--- config.mk ---
export PLATFORM = sky130hd
export DESIGN_NAME = uart_rx_fifo
export DESIGN_NICKNAME = d
export VERILOG_FILES = /design/src/rtl/uart_rx_fifo.sv
export SDC_FILE = /design/constraint.sdc
export NUM_CORES = 1
export LEC_CHECK = 0
export BUFFER_PORTS_ARGS = -buffer_cell sky130_fd_sc_hd__buf_2
export CAP_MARGIN = 20
export CORE_AREA = 2 2 119 144
export DETAILED_ROUTE_END_ITERATION = 6
export DIE_AREA = 0 0 121 146
export PLACE_DENSITY = 0.85
export SLEW_MARGIN = 20
export SYNTH_ARGS = -nofsm -noshare
export SYNTH_HDL_FRONTEND = slang
export SYNTH_SLANG_ARGS = --single-unit
export TNS_END_PERCENT = 20
--- constraint.sdc ---
create_clock -name clk -period 4.1 [get_ports clk]
set_clock_uncertainty 0.2 [all_clocks]
set_input_delay 0 -clock clk [delete_from_list [all_inputs] [get_ports clk]]
set_output_delay 0 -clock clk [all_outputs]
set_load 0.05 [all_outputs]
--- src/rtl/uart_rx_fifo.sv ---
// uart_rx_fifo: parametrised RS232 receiver with optional parity, start-bit
// glitch rejection, sticky error flags and a show-ahead receive FIFO.
// The line is sampled once per bit at the mid-bit tick. The FSM returns to
// IDLE at the stop-bit mid-sample, which lets it resync to back-to-back frames.
module uart_rx_fifo #(
  parameter int FREQ_HZ    = 25_000_000,
  parameter int BAUD_RATE  = 115_200,
  parameter int DATA_BITS  = 8,
  parameter int PARITY     = 0,
  parameter int FIFO_DEPTH = 16
) (
  input  logic                          clk,
  input  logic                          rst,
  input  logic                          RxD,
  input  logic                          fsel,
  input  logic                          done,
  input  logic                          clr_err,
  output logic                          rdy,
  output logic [7:0]                    data,
  output logic [$clog2(FIFO_DEPTH):0]   count,
  output logic                          parity_err,
  output logic                          framing_err,
  output logic                          overrun
);

  localparam int          DIV      = FREQ_HZ / BAUD_RATE;
  localparam int          AW       = $clog2(FIFO_DEPTH);
  localparam logic [15:0] DIV_C    = 16'(DIV);
  localparam logic [1:0]  PAR_MODE = 2'(PARITY);
  localparam logic [2:0]  LAST_BIT = 3'(DATA_BITS - 1);
  localparam logic [AW:0] DEPTH_C  = (AW + 1)'(FIFO_DEPTH);
  localparam logic [AW:0] CNT_ZERO = (AW + 1)'(0);
  localparam logic [AW:0] CNT_ONE  = (AW + 1)'(1);
  localparam logic [AW-1:0] PTR_ONE = AW'(1);

  localparam logic [2:0] ST_IDLE  = 3'd0;
  localparam logic [2:0] ST_START = 3'd1;
  localparam logic [2:0] ST_DATA  = 3'd2;
  localparam logic [2:0] ST_PAR   = 3'd3;
  localparam logic [2:0] ST_STOP  = 3'd4;

  // Returns 1 when the received parity bit does not match the configured mode.
  // Bits of d above DATA_BITS are always zero, so they do not affect the result.
  function automatic logic parity_bad(input logic [7:0] d, input logic pbit,
                                      input logic [1:0] mode);
    logic ones_odd;
    ones_odd = ^{d, pbit};
    case (mode)
      2'd1:    parity_bad = ~ones_odd;
      2'd2:    parity_bad = ones_odd;
      default: parity_bad = 1'b0;
    endcase
  endfunction

  // Synchronizer
  logic s1_q, s2_q;

  // Receive FSM
  logic [2:0]  state_q, state_d;
  logic [15:0] tick_q, tick_d;
  logic [2:0]  bitcnt_q, bitcnt_d;
  logic [7:0]  shreg_q, shreg_d;
  logic        par_bad_q, par_bad_d;

  // FIFO
  logic [7:0]    mem_q [FIFO_DEPTH];
  logic [AW-1:0] wr_ptr_q, wr_ptr_d;
  logic [AW-1:0] rd_ptr_q, rd_ptr_d;
  logic [AW:0]   count_q, count_d;
  logic          rdy_q, rdy_d;
  logic [7:0]    data_q, data_d;

  // Sticky flags
  logic perr_q, perr_d;
  logic ferr_q, ferr_d;
  logic ovr_q, ovr_d;

  // Combinational helpers
  logic        fall_s, line_s;
  logic [15:0] period_s, half_s;
  logic        mid_s, last_tick_s;
  logic        push_s, push_perr_s, push_ferr_s;
  logic        full_s, pop_s, wr_en_s, drop_s;

  assign fall_s = s2_q & ~s1_q;
  assign line_s = s2_q;

  // Two-flop synchronizer on the asynchronous serial line; idles high.
  always_ff @(posedge clk or negedge rst) begin
    if (!rst) begin
      s1_q <= 1'b1;
      s2_q <= 1'b1;
    end else begin
      s1_q <= RxD;
      s2_q <= s1_q;
    end
  end

  // Bit-period selection and the tick-counter compare points.
  always_comb begin
    if (fsel) begin
      period_s = {1'b0, DIV_C[15:1]};
    end else begin
      period_s = DIV_C;
    end
    half_s      = {1'b0, period_s[15:1]};
    mid_s       = (tick_q == half_s);
    last_tick_s = (tick_q == (period_s - 16'd1));
  end

  // Frame FSM: start qualification, LSB-first shift, parity check, stop push.
  always_comb begin
    state_d     = state_q;
    tick_d      = tick_q;
    bitcnt_d    = bitcnt_q;
    shreg_d     = shreg_q;
    par_bad_d   = par_bad_q;
    push_s      = 1'b0;
    push_perr_s = 1'b0;
    push_ferr_s = 1'b0;

    if (state_q == ST_IDLE) begin
      tick_d = 16'd0;
    end else if (last_tick_s) begin
      tick_d = 16'd0;
    end else begin
      tick_d = tick_q + 16'd1;
    end

    case (state_q)
      ST_IDLE: begin
        if (fall_s) begin
          state_d   = ST_START;
          tick_d    = 16'd0;
          bitcnt_d  = 3'd0;
          shreg_d   = 8'h00;
          par_bad_d = 1'b0;
        end else begin
          state_d = ST_IDLE;
        end
      end
      ST_START: begin
        if (mid_s) begin
          if (!line_s) begin
            state_d  = ST_DATA;
            bitcnt_d = 3'd0;
          end else begin
            // Line went back high before mid-bit: a glitch, not a start bit.
            state_d = ST_IDLE;
          end
        end else begin
          state_d = ST_START;
        end
      end
      ST_DATA: begin
        if (mid_s) begin
          shreg_d[bitcnt_q] = line_s;
          if (bitcnt_q == LAST_BIT) begin
            if (PAR_MODE != 2'd0) begin
              state_d = ST_PAR;
            end else begin
              state_d = ST_STOP;
            end
          end else begin
            bitcnt_d = bitcnt_q + 3'd1;
          end
        end else begin
          state_d = ST_DATA;
        end
      end
      ST_PAR: begin
        if (mid_s) begin
          par_bad_d = parity_bad(shreg_q, line_s, PAR_MODE);
          state_d   = ST_STOP;
        end else begin
          state_d = ST_PAR;
        end
      end
      ST_STOP: begin
        if (mid_s) begin
          push_s      = 1'b1;
          push_perr_s = par_bad_q;
          push_ferr_s = ~line_s;
          state_d     = ST_IDLE;
        end else begin
          state_d = ST_STOP;
        end
      end
      default: begin
        state_d = ST_IDLE;
        tick_d  = 16'd0;
      end
    endcase
  end

  // FSM, tick counter and shift register state.
  always_ff @(posedge clk or negedge rst) begin
    if (!rst) begin
      state_q   <= ST_IDLE;
      tick_q    <= 16'd0;
      bitcnt_q  <= 3'd0;
      shreg_q   <= 8'h00;
      par_bad_q <= 1'b0;
    end else begin
      state_q   <= state_d;
      tick_q    <= tick_d;
      bitcnt_q  <= bitcnt_d;
      shreg_q   <= shreg_d;
      par_bad_q <= par_bad_d;
    end
  end

  // FIFO control: push/pop arbitration, pointers, occupancy and show-ahead head.
  always_comb begin
    full_s  = (count_q == DEPTH_C);
    pop_s   = done & rdy_q;
    wr_en_s = push_s & (~full_s | pop_s);
    drop_s  = push_s & full_s & ~pop_s;

    if (wr_en_s) begin
      wr_ptr_d = wr_ptr_q + PTR_ONE;
    end else begin
      wr_ptr_d = wr_ptr_q;
    end

    if (pop_s) begin
      rd_ptr_d = rd_ptr_q + PTR_ONE;
    end else begin
      rd_ptr_d = rd_ptr_q;
    end

    case ({wr_en_s, pop_s})
      2'b10:   count_d = count_q + CNT_ONE;
      2'b01:   count_d = count_q - CNT_ONE;
      default: count_d = count_q;
    endcase

    rdy_d = (count_d != CNT_ZERO);

    // The head slot may be the one being written this cycle (push into an
    // empty FIFO, or pop of the last entry alongside a push); bypass it.
    if (count_d == CNT_ZERO) begin
      data_d = 8'h00;
    end else if (wr_en_s && (wr_ptr_q == rd_ptr_d)) begin
      data_d = shreg_q;
    end else begin
      data_d = mem_q[rd_ptr_d];
    end
  end

  // FIFO storage; a write only happens when the push is accepted.
  always_ff @(posedge clk or negedge rst) begin
    if (!rst) begin
      for (int i = 0; i < FIFO_DEPTH; i++) begin
        mem_q[i] <= 8'h00;
      end
    end else if (wr_en_s) begin
      mem_q[wr_ptr_q] <= shreg_q;
    end
  end

  // FIFO pointers, occupancy and registered head outputs.
  always_ff @(posedge clk or negedge rst) begin
    if (!rst) begin
      wr_ptr_q <= {AW{1'b0}};
      rd_ptr_q <= {AW{1'b0}};
      count_q  <= CNT_ZERO;
      rdy_q    <= 1'b0;
      data_q   <= 8'h00;
    end else begin
      wr_ptr_q <= wr_ptr_d;
      rd_ptr_q <= rd_ptr_d;
      count_q  <= count_d;
      rdy_q    <= rdy_d;
      data_q   <= data_d;
    end
  end

  // Sticky error flags: a set on the push cycle beats a simultaneous clear.
  always_comb begin
    if (push_s && push_perr_s) begin
      perr_d = 1'b1;
    end else if (clr_err) begin
      perr_d = 1'b0;
    end else begin
      perr_d = perr_q;
    end

    if (push_s && push_ferr_s) begin
      ferr_d = 1'b1;
    end else if (clr_err) begin
      ferr_d = 1'b0;
    end else begin
      ferr_d = ferr_q;
    end

    if (drop_s) begin
      ovr_d = 1'b1;
    end else if (clr_err) begin
      ovr_d = 1'b0;
    end else begin
      ovr_d = ovr_q;
    end
  end

  // Sticky error flag registers.
  always_ff @(posedge clk or negedge rst) begin
    if (!rst) begin
      perr_q <= 1'b0;
      ferr_q <= 1'b0;
      ovr_q  <= 1'b0;
    end else begin
      perr_q <= perr_d;
      ferr_q <= ferr_d;
      ovr_q  <= ovr_d;
    end
  end

  assign rdy         = rdy_q;
  assign data        = data_q;
  assign count       = count_q;
  assign parity_err  = perr_q;
  assign framing_err = ferr_q;
  assign overrun     = ovr_q;

endmodule

# Word level (Yosys, flattened, before mapping)
# Cells that the tools add are included.
# W data, S select, Z words.
# totals
regBits	186
word_cells	139
# classes
add_sub_neg	7
n_lt_le_gt_ge	5
eq_ne	18
n_mux	48
bitwise_logic	12
reduce_logical	18
# op_table
op	count
$bwmux W128	1
$mux W8	8
$mux W16	3
$bmux W8 S4	1
$demux W8 S4	1
$pmux W16 S2	1
$mux W3	10
$add A16 B1 Y16 const B	1
$eq A16 B15 Y1	1
$eq A16 B16 Y1	1
$pmux W8 S2	1
$sub A16 B1 Y16 const B	1
$pmux W3 S5	1
$mux W1	14
$ne A2 B2 Y1 const B	6
$ge A5 B5 Y1 const B	2
$not A4 Y5	2
$pmux W5 S2	1
$reduce_bool A2 Y1	5
$pmux W3 S3	1
$add A4 B1 Y4 const B	2
$bwmux W8	1
$eq A3 B2 Y1 const B	2
$eq A3 B3 Y1 const B	2
27 further kinds	39

# Logic depth before layout (Yosys ltp)
# logic_depth
word_depth	9
depth_mapped	18
mapped_depth_nobuf	15

# Worst setup path after synthesis
# OpenSTA, ideal clock, no wires.
# synth_path
kind	register -> register
startpoint	register rdy_q (netlist: rdy)
endpoint	register data_q[2] (netlist: data[2])
arrival_ps	3640
required_ps	3766
slack_ps	126
stages_incl_launch_ff	19
n_path_buf	6
synth_period_minus_slack_ps	3974
path_cell_list	dfrtp_1 -> clkbuf_1 -> nand2_1 -> clkbuf_1 -> inv_2 -> buf_2 -> buf_1 -> ha_1 -> clkbuf_1 -> xor2_1 -> ha_1 -> a21oi_1 -> xor2_1 -> nor2_1 -> xor2_1 -> nor3_1 -> and3_1 -> clkbuf_1 -> nor3_1
# synth_via
elab_cells_between_ends	16
cone_classes	3 x eq/ne; 7 x mux; 4 x bitwise; 2 x reduce/logical
# synth_lines
item	line	text
start: declaration	70	logic rdy_q, rdy_d;
start signal: assignment	274	rdy_q <= rdy_d;
$and A1 B1 Y1 (*)	216	pop_s = done & rdy_q;
$or A1 B1 Y1	217	wr_en_s = push_s & (~full_s | pop_s);
$and A1 B1 Y1	217	
$eq A2 B1 Y1 / $eq A2 B2 Y1 (equally long branches)	232	case ({wr_en_s, pop_s})
$pmux W5 S2 (*)	232	
named net count_d[2]	69	logic [AW:0] count_q, count_d;
$logic_not A5 Y1 (*)	242	if (count_d == CNT_ZERO) begin
$mux W8 (*)	242	
named net data_d[2]	71	logic [7:0] data_q, data_d;
end signal: assignment	275	data_q <= data_d;
end: declaration	71	
# The timed path passes the listed nets; every way through them passes the cells marked *. The select of a mux whose other input is x is not followed.
# A chain may end at the register's enable or synchronous reset.

# Worst setup path in the final report
# layout_path
startpoint	register tick_q[8]
endpoint	register data_q[2] (netlist: data[2])
# layout_via
elab_chain_len	8
elab_cells_between_ends	11
cone_classes	3 x eq/ne; 5 x mux; 1 x bitwise; 2 x reduce/logical
# layout_lines
item	line	text
start: declaration	60	logic [15:0] tick_q, tick_d;
start signal: assignment	206	tick_q <= tick_d;
$eq A16 B15 Y1 (*)	107	mid_s = (tick_q == half_s);
$mux W1 (*)	180	if (mid_s) begin
$mux W1 (*)	130	case (state_q)
$and A1 B1 Y1 (*)	217	
$eq A2 B1 Y1 / $eq A2 B2 Y1 (equally long branches)	232	
$pmux W5 S2 (*)	232	
named net count_d[2]	69	
$logic_not A5 Y1 (*)	242	
$mux W8 (*)	242	
named net data_d[2]	71	
# The timed path passes the listed nets; every way through them passes the cells marked *.

==> impl_metrics.json <==
{
  "status": "completed",
  "initial_utilization_pct": 60.5,
  "critPathKind": "reg -> reg",
  "fin_crit_ns": 3.78,
  "hold_viol_final": 0,
  "grt_usage_pct": 27.6,
  "grt_pass1_vias": 7284,
  "vias": 7410,
  "grt_max_degree": 107,
  "tns_ns": 0,
  "placed_cell_area_mm2": 0.00999,
  "dp.final_hpwl_um": 15100,
  "core_mm2": 0.0161,
  "rsz0062_at_grt": "false",
  "syn_inst": 929,
  "fin_ws_ns": 0.321,
  "yosysSeqAreaShare_pct": 47.2,
  "startpoint_type": "register",
  "drt_iter0_markers": 698,
  "worstPathCellList": "nor4_1 -> nand2_1 -> or3_1 -> nor3b_1 -> inv_1 -> ha_2 -> xor2_1 -> ha_1 -> a21oi_1 -> xor2_1 -> nor2_1 -> xor2_1 -> nor3_1 -> and3_4 -> nor3_1",
  "r2r_start": "tick_q[8]",
  "route.top_layer_used": "met4",
  "htreeDepth": 4,
  "tightest_slew_ns": 0.852,
  "viasPerCell": 6.51,
  "area_growth_pct": 8.64,
  "yosys.area.top_type": "dfrtp_1",
  "finalSetupViolations": 0,
  "overflow": 0,
  "seqPwrFrac_pct": 32.5,
  "drtAntennaViolNets": 0,
  "design_area_mm2": 0.0106,
  "ys_ff_latch": 184,
  "max_freq_ghz": 0.265,
  "wl_per_cell_um": 20.8,
  "antenna_found_initial": 0,
  "wl_met1_um": 9880,
  "hold_path_startpoint": "fsel",
  "critical_path.max_stage_delay_ns": 0.45,
  "firstDrtPassIters": 5,
  "synth.most_common_cell": "dfrtp_1",
  "switching_share_pct": 41.3,
  "pre_cts_ws_ns": 0.0671,
  "worstPathRequired_ns": 4.21,
  "cp.arrival_ns": 3.88,
  "path_max_fanout": 9,
  "crit_family": "simple AND/OR/NAND/NOR gates",
  "ir_drop_mv": 0.444,
  "period_share_pct": 92.2,
  "relSlewSlack_pct": 43.2,
  "p_per_area_mw_per_mm2": 606,
  "synth_top_flop_cell": "dfrtp_1",
  "path_clk_slew_ns": 0.07,
  "drc": 0,
  "netlist.area_leader.share_pct": 46.6,
  "synth_edf_count": 0,
  "power.switching_mw": 2.66,
  "cp-end-kind": "register",
  "root_buffer": "clkbuf_16",
  "die_h_um": 146,
  "dieArea_mm2": 0.0177,
  "slew_violations": 0,
  "clock_latency_ns": 0.43,
  "p_leak_nw": 4.87,
  "clock-sinks": 184,
  "critPathLaunch": "tick_q[8]",
  "n_antenna_cell": 0,
  "synth_nets": 946,
  "hold_path_class": "in -> reg",
  "synth_common_cells": "dfrtp_1 (182), mux2_2 (130), nand2_1 (67)",
  "cts_tree": "built",
  "place_congestion": 0.933,
  "p_comb_share_pct": 42.2,
  "synthesis.area_mm2": 0.00976,
  "dr_wl_met2_um": 11200,
  "synthArstFlopShare_pct": 100,
  "finalWirelength_um": 23700,
  "grt_pass1_wl_um": 38200,
  "ys_types": 61,
  "place.port_buffers": 21,
  "yosysWarnings": 0,
  "cap_violations": 0,
  "clockPowerShare_pct": 25.3,
  "nets": 931,
  "drive_gt1_share_pct": 24.7,
  "cts_buffer_depth": 2,
  "synth_area_leaders": "dfrtp_1 (47%), mux2_2 (15%), o21ai_0 (2.6%)",
  "slowest_stage": "or3_1",
  "crit_top_cell": "xor2_1",
  "die_w_um": 121,
  "cp_num_buf_inv": 1,
  "p_int_mw": 3.77,
  "pin_count": 23,
  "postSynthAreaPerCell_um2": 10.5,
  "cts_buffers": 17,
  "wl_met3_um": 1550,
  "rows": 51
}
power by group through the flow:
stage	combinational (mW)	clock (mW)	sequential [mW]
floorplan	1.74	0	2.25
global placement	2.56	0	2.11
detailed placement	2.61	0	2.12
CTS	2.64	1.64	2.08
global route	2.90	1.72	2.10
finish	2.71	1.63	2.09
flip-flops by register name, summed over array words and instances (netlist names):
register and cells:
mem_q 128, bitcnt_q 3, rd_ptr_q 4, state_q 3
overrun 1, framing_err 1, line_s 1, s1_q 1
rdy 1, wr_ptr_q 4, data 8, shreg_q 8
count 5, tick_q 16
cells in the final DEF (no fill, tap or decap), drive strengths merged, types with 3 or more instances in the layout:
cell | synthesis | final
dfrtp | 182 | 182
mux2 | 130 | 130
nand2 | 79 | 79
nor2 | 56 | 56
o21ai | 51 | 51
buf | 25 | 38
a21oi | 36 | 36
nand3 | 31 | 31
inv | 24 | 27
mux2i | 22 | 22
clkbuf | 51 | 22
o22ai | 21 | 21
a211oi | 20 | 20
xor2 | 17 | 17
xnor2 | 16 | 16
o211ai | 15 | 15
nor3 | 13 | 13
o221ai | 13 | 13
a21o | 12 | 12
ha | 11 | 11
nor4 | 10 | 10
a221o | 8 | 8
nor2b | 6 | 6
and3 | 6 | 6
clkinv | 1 | 6
and2 | 5 | 5
a22oi | 5 | 5
a31oi | 4 | 4
a32oi | 4 | 4
nand2b | 4 | 4
o2111a | 4 | 4
nand4 | 4 | 4
nor3b | 4 | 4
nand3b | 3 | 3
a2bb2oi | 3 | 3
o2bb2ai | 3 | 3
a211o | 3 | 3
dlygate4sd3 | 0 | 3
stage by stage:
| step | std cells | total power [mW] | utilization [%] | hold WS, ns |
|---|---|---|---|---|
| floorplan | 929 | 3.99 | - | -0.496 |
| CTS | 1139 | 6.36 | 65.7 | 0.0109 |
| detailed placement | 1104 | 4.73 | 61.9 | -0.0933 |
| finish | 1139 | 6.43 | 65.7 | 0.0256 |
| global route | 1139 | 6.71 | 65.7 | 0.0272 |
| global placement | 1104 | 4.67 | 61.9 | -0.0943 |
area by class of cell:
cell class	instances	area (um^2)
Fill cell	1227	5540
Multi-Input combinational cell	644	4770
Sequential cell	184	4610
Clock buffer	21	460
Timing Repair Buffer	42	292
Tap cell	212	265
Clock inverter	11	119
Inverter	25	93.8
kinds of logic after synthesis:
logic type | after synthesis | share of synthesized area, %
AO/OA/AOI/OAI | 218 | 15.1
other | 1 | 0.0384
AND/OR/NAND/NOR | 229 | 11.9
XOR/XNOR | 33 | 3.04
flip-flops | 184 | 47.2
multiplexers | 152 | 17.2
adder cells (fa/ha/maj) | 11 | 1.41
buffers and inverters | 101 | 4.11
per-layer routing:
metal / vias to the layer above / global-route usage (%)
met5: - / 0
met4: 0 / 14.2
met3: 68 / 5.13
met2: 311 / 43.2
met1: 3682 / 36.8
li1: 3349 / -
worst reg2reg max path: cells and delay by family (launching register included):
| kind | cells | cell delay (ns) |
|---|---|---|
| buf+inv | 1 | 0.10 |
| compound gates | 1 | 0.15 |
| flops | 1 | 0.42 |
| fa+ha+maj | 2 | 0.47 |
| xor+xnor | 3 | 0.46 |
| simple gates | 8 | 1.84 |
path summary, 6_finish.rpt:
path | endpoint | slack [ns] | cells after the start
max | data[2] | 0.32 | 15
min | state_q[2] | 0.03 | 5
max reg2reg | data[2] | 0.32 | 15
min reg2reg | line_s | 0.16 | 0
max in group asynchronous | s1_q | 2.72 | 3
min in group asynchronous | mem_q[108] | 0.05 | 2
timing repair:
item,in CTS,in global routing
hold buffers,3,0
resized for setup,0,3
hold endpoints to repair,108,0
setup endpoints to repair,0,9
setup buffers,0,0
(Power assumes the default switching activity.)
